===== config.mk =====
export PLATFORM = sky130hd
export DESIGN_NAME = unidade_controle_flat
export DESIGN_NICKNAME = d
export VERILOG_FILES = /design/src/rtl/unidade_controle_if.sv /design/src/rtl/unidade_controle.sv /design/src/flat_wrapper.sv
export SDC_FILE = /design/constraint.sdc
export NUM_CORES = 1
export LEC_CHECK = 0
export CORE_MARGIN = 8
export CORE_UTILIZATION = 40
export DETAILED_ROUTE_END_ITERATION = 6
export PLACE_DENSITY = 0.85
export SETUP_SLACK_MARGIN = 0.5
export SYNTH_ARGS = -nofsm -noshare
export SYNTH_HDL_FRONTEND = slang
export SYNTH_SLANG_ARGS = --single-unit
export TNS_END_PERCENT = 20

===== constraint.sdc =====
create_clock -name clk -period 2.6 [get_ports clk]
set_clock_uncertainty 0.05 [all_clocks]
set_input_delay 0.26 -clock clk [delete_from_list [all_inputs] [get_ports clk]]
set_output_delay 0.26 -clock clk [all_outputs]
set_load 0.05 [all_outputs]

===== src/rtl/unidade_controle_if.sv =====
// Control-unit <-> datapath bundle.
//   master: unidade_controle (consumes instr/zero, drives every control line)
//   slave : datapath side (instruction memory, register bank, ULA, PC logic)
// Signals: instr/zero in; instr_reg, ra/rb/rw, we_reg, we_mem, sel_din_reg,
// soma_ou_subtrai, subtraindo, imediato, sel_imediato, pc_we, pc_fonte,
// instr_concluida, erro, estado out.
interface unidade_controle_if;
  logic [31:0] instr;
  logic        zero;
  logic [31:0] instr_reg;
  logic [4:0]  ra;
  logic [4:0]  rb;
  logic [4:0]  rw;
  logic        we_reg;
  logic        we_mem;
  logic [1:0]  sel_din_reg;
  logic        soma_ou_subtrai;
  logic        subtraindo;
  logic        imediato;
  logic [1:0]  sel_imediato;
  logic        pc_we;
  logic [1:0]  pc_fonte;
  logic        instr_concluida;
  logic        erro;
  logic [2:0]  estado;

  modport master (
    input  instr, zero,
    output instr_reg, ra, rb, rw, we_reg, we_mem, sel_din_reg,
           soma_ou_subtrai, subtraindo, imediato, sel_imediato,
           pc_we, pc_fonte, instr_concluida, erro, estado
  );

  modport slave (
    output instr, zero,
    input  instr_reg, ra, rb, rw, we_reg, we_mem, sel_din_reg,
           soma_ou_subtrai, subtraindo, imediato, sel_imediato,
           pc_we, pc_fonte, instr_concluida, erro, estado
  );
endinterface


===== src/rtl/unidade_controle.sv =====
// Multi-cycle control unit for the RV64I datapath.
// Fetches one instruction into instr_reg, decodes it and sequences register
// bank, data memory, ULA and PC controls through BUSCA/DECOD/EXEC/MEM/WB.
// Unsupported encodings park the FSM in ERRO until reset.
// Ports: clk, rst_n (async active-low), bus (unidade_controle_if.master).
module unidade_controle #(
  parameter logic [31:0] NOP_INSTR = 32'h00000013
) (
  input logic               clk,
  input logic               rst_n,
  unidade_controle_if.master bus
);

  typedef enum logic [2:0] {
    BUSCA = 3'd0,
    DECOD = 3'd1,
    EXEC  = 3'd2,
    MEM   = 3'd3,
    WB    = 3'd4,
    ERRO  = 3'd5
  } estado_t;

  typedef enum logic [3:0] {
    OP_LD, OP_SD, OP_ADD, OP_SUB, OP_ADDI,
    OP_AUIPC, OP_JAL, OP_JALR, OP_BEQ, OP_ILEGAL
  } op_t;

  estado_t     estado_q, estado_d;
  logic [31:0] instr_reg_q, instr_reg_d;

  op_t        op;
  logic [6:0] opcode;
  logic [2:0] funct3;
  logic [6:0] funct7;

  // ULA controls for the decoded instruction, reused in EXEC, MEM and WB
  logic       ula_soma, ula_sub, ula_imm;
  logic [1:0] ula_sel_imm;

  assign opcode = instr_reg_q[6:0];
  assign funct3 = instr_reg_q[14:12];
  assign funct7 = instr_reg_q[31:25];

  always_ff @(posedge clk or negedge rst_n) begin
    if (!rst_n) begin
      estado_q    <= BUSCA;
      instr_reg_q <= NOP_INSTR;
    end else begin
      estado_q    <= estado_d;
      instr_reg_q <= instr_reg_d;
    end
  end

  always_comb begin
    op = OP_ILEGAL;
    case (opcode)
      7'b0000011: if (funct3 == 3'b011) op = OP_LD;
      7'b0100011: if (funct3 == 3'b011) op = OP_SD;
      7'b0110011: if (funct3 == 3'b000) begin
        if (funct7 == 7'b0000000)      op = OP_ADD;
        else if (funct7 == 7'b0100000) op = OP_SUB;
      end
      7'b0010011: if (funct3 == 3'b000) op = OP_ADDI;
      7'b0010111: op = OP_AUIPC;
      7'b1101111: op = OP_JAL;
      7'b1100111: if (funct3 == 3'b000) op = OP_JALR;
      7'b1100011: if (funct3 == 3'b000) op = OP_BEQ;
      default:    op = OP_ILEGAL;
    endcase
  end

  always_comb begin
    ula_soma    = 1'b0;
    ula_sub     = 1'b0;
    ula_imm     = 1'b0;
    ula_sel_imm = 2'b00;
    case (op)
      OP_ADD:                  ula_soma = 1'b1;
      OP_SUB, OP_BEQ:          ula_sub  = 1'b1;
      OP_ADDI, OP_LD, OP_JALR: ula_imm  = 1'b1;
      OP_SD: begin
        ula_imm     = 1'b1;
        ula_sel_imm = 2'b01;
      end
      default: ;
    endcase
  end

  // Next-state logic
  always_comb begin
    estado_d    = estado_q;
    instr_reg_d = instr_reg_q;
    case (estado_q)
      BUSCA: begin
        instr_reg_d = bus.instr;
        estado_d    = DECOD;
      end
      DECOD: estado_d = (op == OP_ILEGAL) ? ERRO : EXEC;
      EXEC: begin
        if (op == OP_BEQ)                     estado_d = BUSCA;
        else if (op == OP_LD || op == OP_SD)  estado_d = MEM;
        else                                  estado_d = WB;
      end
      MEM:     estado_d = (op == OP_LD) ? WB : BUSCA;
      WB:      estado_d = BUSCA;
      ERRO:    estado_d = ERRO;
      default: estado_d = BUSCA;
    endcase
  end

  // Output logic. ULA controls stay applied from EXEC through WB so the
  // ULA result (address or write-back value) is stable while consumed.
  always_comb begin
    bus.we_reg          = 1'b0;
    bus.we_mem          = 1'b0;
    bus.sel_din_reg     = 2'b00;
    bus.soma_ou_subtrai = 1'b0;
    bus.subtraindo      = 1'b0;
    bus.imediato        = 1'b0;
    bus.sel_imediato    = 2'b00;
    bus.pc_we           = 1'b0;
    bus.pc_fonte        = 2'b00;
    bus.erro            = 1'b0;
    case (estado_q)
      EXEC, MEM, WB: begin
        bus.soma_ou_subtrai = ula_soma;
        bus.subtraindo      = ula_sub;
        bus.imediato        = ula_imm;
        bus.sel_imediato    = ula_sel_imm;
        if (estado_q == EXEC && op == OP_BEQ) begin
          bus.pc_we    = 1'b1;
          bus.pc_fonte = bus.zero ? 2'b01 : 2'b00;
        end
        if (estado_q == MEM && op == OP_SD) begin
          bus.we_mem = 1'b1;
          bus.pc_we  = 1'b1;
        end
        if (estado_q == WB) begin
          // x0 is never written, but the instruction still retires
          bus.we_reg = (instr_reg_q[11:7] != 5'd0);
          bus.pc_we  = 1'b1;
          case (op)
            OP_LD:    bus.sel_din_reg = 2'b01;
            OP_AUIPC: bus.sel_din_reg = 2'b11;
            OP_JAL: begin
              bus.sel_din_reg  = 2'b10;
              bus.pc_fonte     = 2'b01;
              bus.sel_imediato = 2'b11;
            end
            OP_JALR: begin
              bus.sel_din_reg = 2'b10;
              bus.pc_fonte    = 2'b10;
            end
            default: ;
          endcase
        end
      end
      ERRO:    bus.erro = 1'b1;
      default: ;
    endcase
  end

  assign bus.instr_concluida = bus.pc_we;
  assign bus.instr_reg       = instr_reg_q;
  assign bus.ra              = instr_reg_q[19:15];
  assign bus.rb              = instr_reg_q[24:20];
  assign bus.rw              = instr_reg_q[11:7];
  assign bus.estado          = estado_q;

endmodule

===== src/flat_wrapper.sv =====
// flat-port wrapper written by rule: the top's interface ports become plain ports
module unidade_controle_flat 
#(
  parameter logic [31:0] NOP_INSTR = 32'h00000013
)
  (clk, rst_n, bus_instr, bus_zero, bus_instr_reg, bus_ra, bus_rb, bus_rw, bus_we_reg, bus_we_mem, bus_sel_din_reg, bus_soma_ou_subtrai, bus_subtraindo, bus_imediato, bus_sel_imediato, bus_pc_we, bus_pc_fonte, bus_instr_concluida, bus_erro, bus_estado);
  unidade_controle_if bus_i ();
  input logic clk;
  input logic rst_n;
  input wire logic [$bits(bus_i.instr)-1:0] bus_instr;
  input wire logic [$bits(bus_i.zero)-1:0] bus_zero;
  output wire logic [$bits(bus_i.instr_reg)-1:0] bus_instr_reg;
  output wire logic [$bits(bus_i.ra)-1:0] bus_ra;
  output wire logic [$bits(bus_i.rb)-1:0] bus_rb;
  output wire logic [$bits(bus_i.rw)-1:0] bus_rw;
  output wire logic [$bits(bus_i.we_reg)-1:0] bus_we_reg;
  output wire logic [$bits(bus_i.we_mem)-1:0] bus_we_mem;
  output wire logic [$bits(bus_i.sel_din_reg)-1:0] bus_sel_din_reg;
  output wire logic [$bits(bus_i.soma_ou_subtrai)-1:0] bus_soma_ou_subtrai;
  output wire logic [$bits(bus_i.subtraindo)-1:0] bus_subtraindo;
  output wire logic [$bits(bus_i.imediato)-1:0] bus_imediato;
  output wire logic [$bits(bus_i.sel_imediato)-1:0] bus_sel_imediato;
  output wire logic [$bits(bus_i.pc_we)-1:0] bus_pc_we;
  output wire logic [$bits(bus_i.pc_fonte)-1:0] bus_pc_fonte;
  output wire logic [$bits(bus_i.instr_concluida)-1:0] bus_instr_concluida;
  output wire logic [$bits(bus_i.erro)-1:0] bus_erro;
  output wire logic [$bits(bus_i.estado)-1:0] bus_estado;
  assign bus_i.instr = bus_instr;
  assign bus_i.zero = bus_zero;
  assign bus_instr_reg = bus_i.instr_reg;
  assign bus_ra = bus_i.ra;
  assign bus_rb = bus_i.rb;
  assign bus_rw = bus_i.rw;
  assign bus_we_reg = bus_i.we_reg;
  assign bus_we_mem = bus_i.we_mem;
  assign bus_sel_din_reg = bus_i.sel_din_reg;
  assign bus_soma_ou_subtrai = bus_i.soma_ou_subtrai;
  assign bus_subtraindo = bus_i.subtraindo;
  assign bus_imediato = bus_i.imediato;
  assign bus_sel_imediato = bus_i.sel_imediato;
  assign bus_pc_we = bus_i.pc_we;
  assign bus_pc_fonte = bus_i.pc_fonte;
  assign bus_instr_concluida = bus_i.instr_concluida;
  assign bus_erro = bus_i.erro;
  assign bus_estado = bus_i.estado;
  unidade_controle #(.NOP_INSTR(NOP_INSTR)) u_core (.clk(clk), .rst_n(rst_n), .bus(bus_i));
endmodule

# Yosys cells after proc, flatten, opt, wreduce, memory -nomap -nowiden
# Cells that the tools add are included.
word_totals:
  reg_bits: 35
  out_inout_bits: 64
classes:
  n_reduce_logical: 12
  eq_ne: 24
  mux: 41
ops:
  columns: ["cell", "count"]
  rows:
  - ["4-bit one-hot mux with 8 select lines", 1]
  - ["4-bit two-way mux", 7]
  - ["7-bit by 6-bit equality test with 1-bit output (second input constant)", 3]
  - ["7-bit equality test (second input constant)", 3]
  - ["1-bit two-way mux", 18]
  - ["4-bit by 3-bit equality test with 1-bit output (second input constant)", 4]
  - ["2-bit two-way mux", 8]
  - ["3-bit one-hot mux with 5 select lines", 1]
  - ["7-bit by 5-bit equality test with 1-bit output (second input constant)", 2]
  - ["3-bit two-way mux", 4]
  - ["3-bit by 2-bit equality test with 1-bit output (second input constant)", 3]
  - ["4-bit by 2-bit equality test with 1-bit output (second input constant)", 2]
  - ["4-bit equality test (second input constant)", 2]
  - ["7-bit by 2-bit equality test with 1-bit output (second input constant)", 1]
  - ["7-bit zero test", 1]
  - ["3-bit equality test (second input constant)", 2]
  - ["3-bit zero test", 2]
  - ["2-bit one-hot mux with 3 select lines", 1]
  - ["5-bit nonzero test", 1]
  - ["4-bit by 1-bit equality test with 1-bit output (second input constant)", 1]
  - ["4-bit zero test", 1]
  - ["2-bit one-hot mux with 2 select lines", 1]
  - ["2-bit OR reduction", 2]
  - ["4-bit OR reduction", 1]
  - ["other kinds (4)", 5]

# Longest topological paths before layout
logic_depth:
  ltp_word: 11
  ltp_mapped: 8
  depth_no_buf: 6

# Worst setup path before layout
# No wires, ideal clock.
synth_timing:
  path_kind: "flip-flop to output port"
  from: "register u_core.instr_reg_q[14], in the netlist u_core.bus.instr_reg[14]"
  to: "output port bus_sel_imediato[0]"
  arrival_time_ns: 3.011
  required_ns: 2.290
  setup_slack_ns: -0.721
  stages_incl_launch_ff: 7
  cell_sequence: "dfrtp_1 or3_1 a211oi_2 o22a_1 nand3_1 nor2_1 o22a_1"
synth_between:
  elab_chain_cells: 8
  elab_cells_between_ends: 15
  classes_between: "3 x eq/ne; 11 x mux; 1 x reduce/logical"
synth_rtl:
  columns: ["item", "line_no", "source"]
  rows:
  - ["from (decl)", "unidade_controle.sv:29", "logic [31:0] instr_reg_q, instr_reg_d;"]
  - ["from (signal assigned)", "unidade_controle.sv:50", "instr_reg_q <= instr_reg_d;"]
  - ["3-bit by 2-bit equality test with 1-bit output or 3-bit zero test (tied branches)", null, null]
  - ["4-bit two-way mux (tied with other cells)", "unidade_controle.sv:57", "7'b0000011: if (funct3 == 3'b011) op = OP_LD;"]
  - ["4-bit one-hot mux with 8 select lines *", "unidade_controle.sv:56", "case (opcode)"]
  - ["4-bit by 1-bit equality test with 1-bit output", "unidade_controle.sv:77", "case (op)"]
  - ["1-bit two-way mux", "unidade_controle.sv:77", null]
  - ["2-bit two-way mux", "unidade_controle.sv:142", "case (op)"]
  - ["2-bit two-way mux *", "unidade_controle.sv:138", "if (estado_q == WB) begin"]
  - ["2-bit two-way mux *", "unidade_controle.sv:124", "case (estado_q)"]
  - ["to (decl)", "flat_wrapper.sv:22", "output wire logic [$bits(bus_i.sel_imediato)-1:0] bus_sel_imediato;"]
# Every way passes the cells marked *; elsewhere a longest branch is shown, timed or not.

# Worst setup path after layout
layout_timing:
  from: "register u_core.instr_reg_q[4], in the netlist u_core.bus.instr_reg[4]"
  to: "output port bus_instr_concluida"
layout_between:
  elab_chain_cells: 8
  elab_cells_between_ends: 17
  classes_between: "10 x eq/ne; 5 x mux; 2 x reduce/logical"
layout_rtl:
  columns: ["item", "line_no", "source"]
  rows:
  - ["7-bit equality test (tied with other cells)", "unidade_controle.sv:56", null]
  - ["4-bit one-hot mux with 8 select lines *", "unidade_controle.sv:56", null]
  - ["4-bit equality test", "unidade_controle.sv:130", "if (estado_q == EXEC && op == OP_BEQ) begin"]
  - ["1-bit logical AND", "unidade_controle.sv:130", null]
  - ["1-bit two-way mux", "unidade_controle.sv:130", null]
  - ["1-bit two-way mux *", "unidade_controle.sv:134", "if (estado_q == MEM && op == OP_SD) begin"]
  - ["1-bit two-way mux *", "unidade_controle.sv:138", null]
  - ["1-bit two-way mux *", "unidade_controle.sv:124", null]
  - ["to (decl)", "flat_wrapper.sv:25", "output wire logic [$bits(bus_i.instr_concluida)-1:0] bus_instr_concluida;"]
# Marks and branches as above.

==> results <==
logic make-up (layout without fill, tap and decap cells):
family | Yosys count | after routing | synth area share
AO/OA/AOI/OAI | 35 | 35 | 0.133
multiplexers | 31 | 31 | 0.174
XOR/XNOR | 1 | 1 | 0.00439
buffers and inverters | 27 | 131 | 0.0821
AND/OR/NAND/NOR | 54 | 54 | 0.166
flip-flops | 35 | 35 | 0.441
routing by layer:
layer	vias up	wire (um)	track usage
li1	871	-	-
met1	896	2420	0.179
met2	78	3250	0.292
met3	8	500	0.0624
met4	0	82	0.0595
met5	-	0	0
synthesized netlist by cell type (2+ instances only):
cell type,count
dfrtp_1,32
mux2_2,30
buf_4,16
nor2_1,11
nand2_1,9
nor3_1,7
a21oi_1,6
o21ai_0,6
inv_1,5
clkbuf_1,4
nand3b_1,4
nor2b_1,4
or3_1,4
dfstp_2,3
nand3_1,3
a211o_1,2
a211oi_2,2
a221oi_1,2
a22oi_1,2
buf_2,2
nand2b_1,2
o22a_1,2
o22ai_1,2
worst max path at each step:
stage | end | slack, ps | startpoint
global placement | bus_pc_we | 90 | u_core.bus.instr_reg[4]$_DFFE_PN1P_
finish | bus_instr_concluida | -190 | u_core.bus.instr_reg[4]$_DFFE_PN1P_
detailed placement | bus_pc_we | 20 | u_core.bus.instr_reg[4]$_DFFE_PN1P_
floorplan | bus_pc_we | -350 | u_core.bus.instr_reg[4]$_DFFE_PN1P_
global route | bus_instr_concluida | -300 | u_core.bus.instr_reg[4]$_DFFE_PN1P_
CTS | bus_instr_concluida | -200 | u_core.bus.instr_reg[4]$_DFFE_PN1P_
stage by stage:
step / util / std cells
3_5_place_dp: 0.667 / 339
4_1_cts: 0.713 / 352
2_1_floorplan: - / 183
3_3_place_gp: 0.667 / 339
5_1_grt: 0.722 / 354
6_report: 0.722 / 354
area by class of cell:
class,instances,area [um2],share of cell area
inverter,5,18.8,0.00547
sequential,35,883,0.257
timing repair buffer,118,1240,0.361
tap,67,83.8,0.0244
clock buffer,7,86.3,0.0252
multi-input combinational,121,1120,0.325
clock inverter,1,5.00,0.00146
repair_timing:
item                                    in CTS  in global routing
pin swaps                                    7                  9
gates resized for setup                     21                  7
buffers inserted                             5                  2
hold buffers                                 0                  0
endpoints found under the setup margin      16                 19
endpoints found under the hold margin        0                  0
power groups by stage:
stage | Sequential (uW) | Clock (uW) | Combinational (uW)
floorplan | 2010 | 0 | 1330
global placement | 1110 | 0 | 3140
detailed placement | 1130 | 0 | 3180
CTS | 1130 | 422 | 3300
global route | 1190 | 445 | 3430
finish | 1140 | 404 | 3300
==> impl_metrics.ini <==
[setup_path]
cp_top_family = simple AND/OR/NAND/NOR gates
path_depth = 9
r2r_end = u_core.bus.estado[2]$_DFF_PN0_
r2r-start = u_core.bus.instr_reg[4]$_DFFE_PN1P_
critPathKind = reg2out
start_kind = flip-flop
slowest_stage = dfstp_2
worst-path-buf-inv = 3
cp.required_ps = 2290
rrSetupSlack_ps = 250
cp_cell_sequence = buf_4 > buf_4 > nand3b_1 > a211oi_2 > a22o_2 > nor4_4 > and4_4 > a211o_4 > buf_6
cpMostUsedCell = buf_4
cp_max_fo = 4
r2r_cells = 7
end_kind = primary output
cp.arrival_ps = 2480
slowest_delay_ps = 540

[placed_design]
placed_area_mm2 = 0.00317
globalplace.congestion = 0.870
dp_hpwl_um = 4680
io_buffer_count = 98
post-place-ws_ps = 18.8

[logic_synthesis]
synth_seq_area_share = 0.441
yosysTopAreaCell = dfrtp_1
syn_nets = 218
synth_top_area_share = 0.401
ys_warn_count = 0
synth_cells = 183
yosys-top-cells-area = dfrtp_1 40%, mux2_2 17%, buf_4 6.0%
synth.cell_area_mm2 = 0.00200
synthArstFlopShare = 1.00
synth_top_flop_cell = dfrtp_1
synthDistinctLibCells = 46
ys_seq_elements = 35
synth_edf_count = 0
avgSynthCellArea_um2 = 10.9

[sta]
setup-tns-final_ps = -1480
holdWs_ps = 20.8
fmax_mhz = 358
tightest_slew_ps = 811
relSlewSlack = 0.459
finalCritPeriodShare = 1.07
slew_violations = 0
rsz0062_at_grt = yes
setup_ws_ps = -191
setup_viol = 12
hold_violations = 0
period_minus_slack_ps = 2790

[final_layout]
antenna_cells = 0
stdcell_area_mm2 = 0.00343
fin_nets = 321
layout-drive-gt1-share = 0.376
final_common_cell = clkdlybuf4s50_1
n_fill_cell = 353
area_growth_pct = 72.0
largest_reg_flops = 32
final_cell_mix = 79 x clkdlybuf4s50_1, 30 x mux2_2, 29 x dfrtp_1, 20 x buf_4, 10 x buf_12

[grt]
antenna_found_initial = 0
grt_pass1_wl_um = 9950
grt_pass1_vias = 1984
grtUsageTotal = 0.167
overflow = 0
grt_max_degree = 36

[floorplan]
fp.dieW_um = 86.6
rows = 25
start_util = 0.420
dieArea_mm2 = 0.00751
die_h_um = 86.6
top_level_ports = 99
core_area_mm2 = 0.00475

[clocking]
cts_buffers = 5
cts.sinks = 35
cts.path.max_buffers = 2
root_buffer = clkbuf_8
path_clk_slew_ps = 70
cts_tree = done
htreeDepth = 2
clkLatencyLatePin_ps = 280

[route]
routed_wl_um = 6260
ant_nets = 0
drc = 0
drt_iter0_drc = 43
vias = 1853
wl_per_cell_um = 17.7
vias_per_cell = 5.23
first_pass_iters = 4

[pwr]
pwr-share-clk = 0.083
p_total_uw = 4840
peakVddDrop_v = 0.000982
power_density_mw_per_mm2 = 1410
switching_share = 0.536
p_int_uw = 2250
pwr-share-comb = 0.681
seq_power_share = 0.235
power_switching_uw = 2600
leakage_uw = 0.00133

[job]
drv_cap = 0

[status]
violations = negative setup slack
status = finished with violations

[hold_path]
hold_class = in2async
Note: power is estimated with default switching activity, not from simulation.
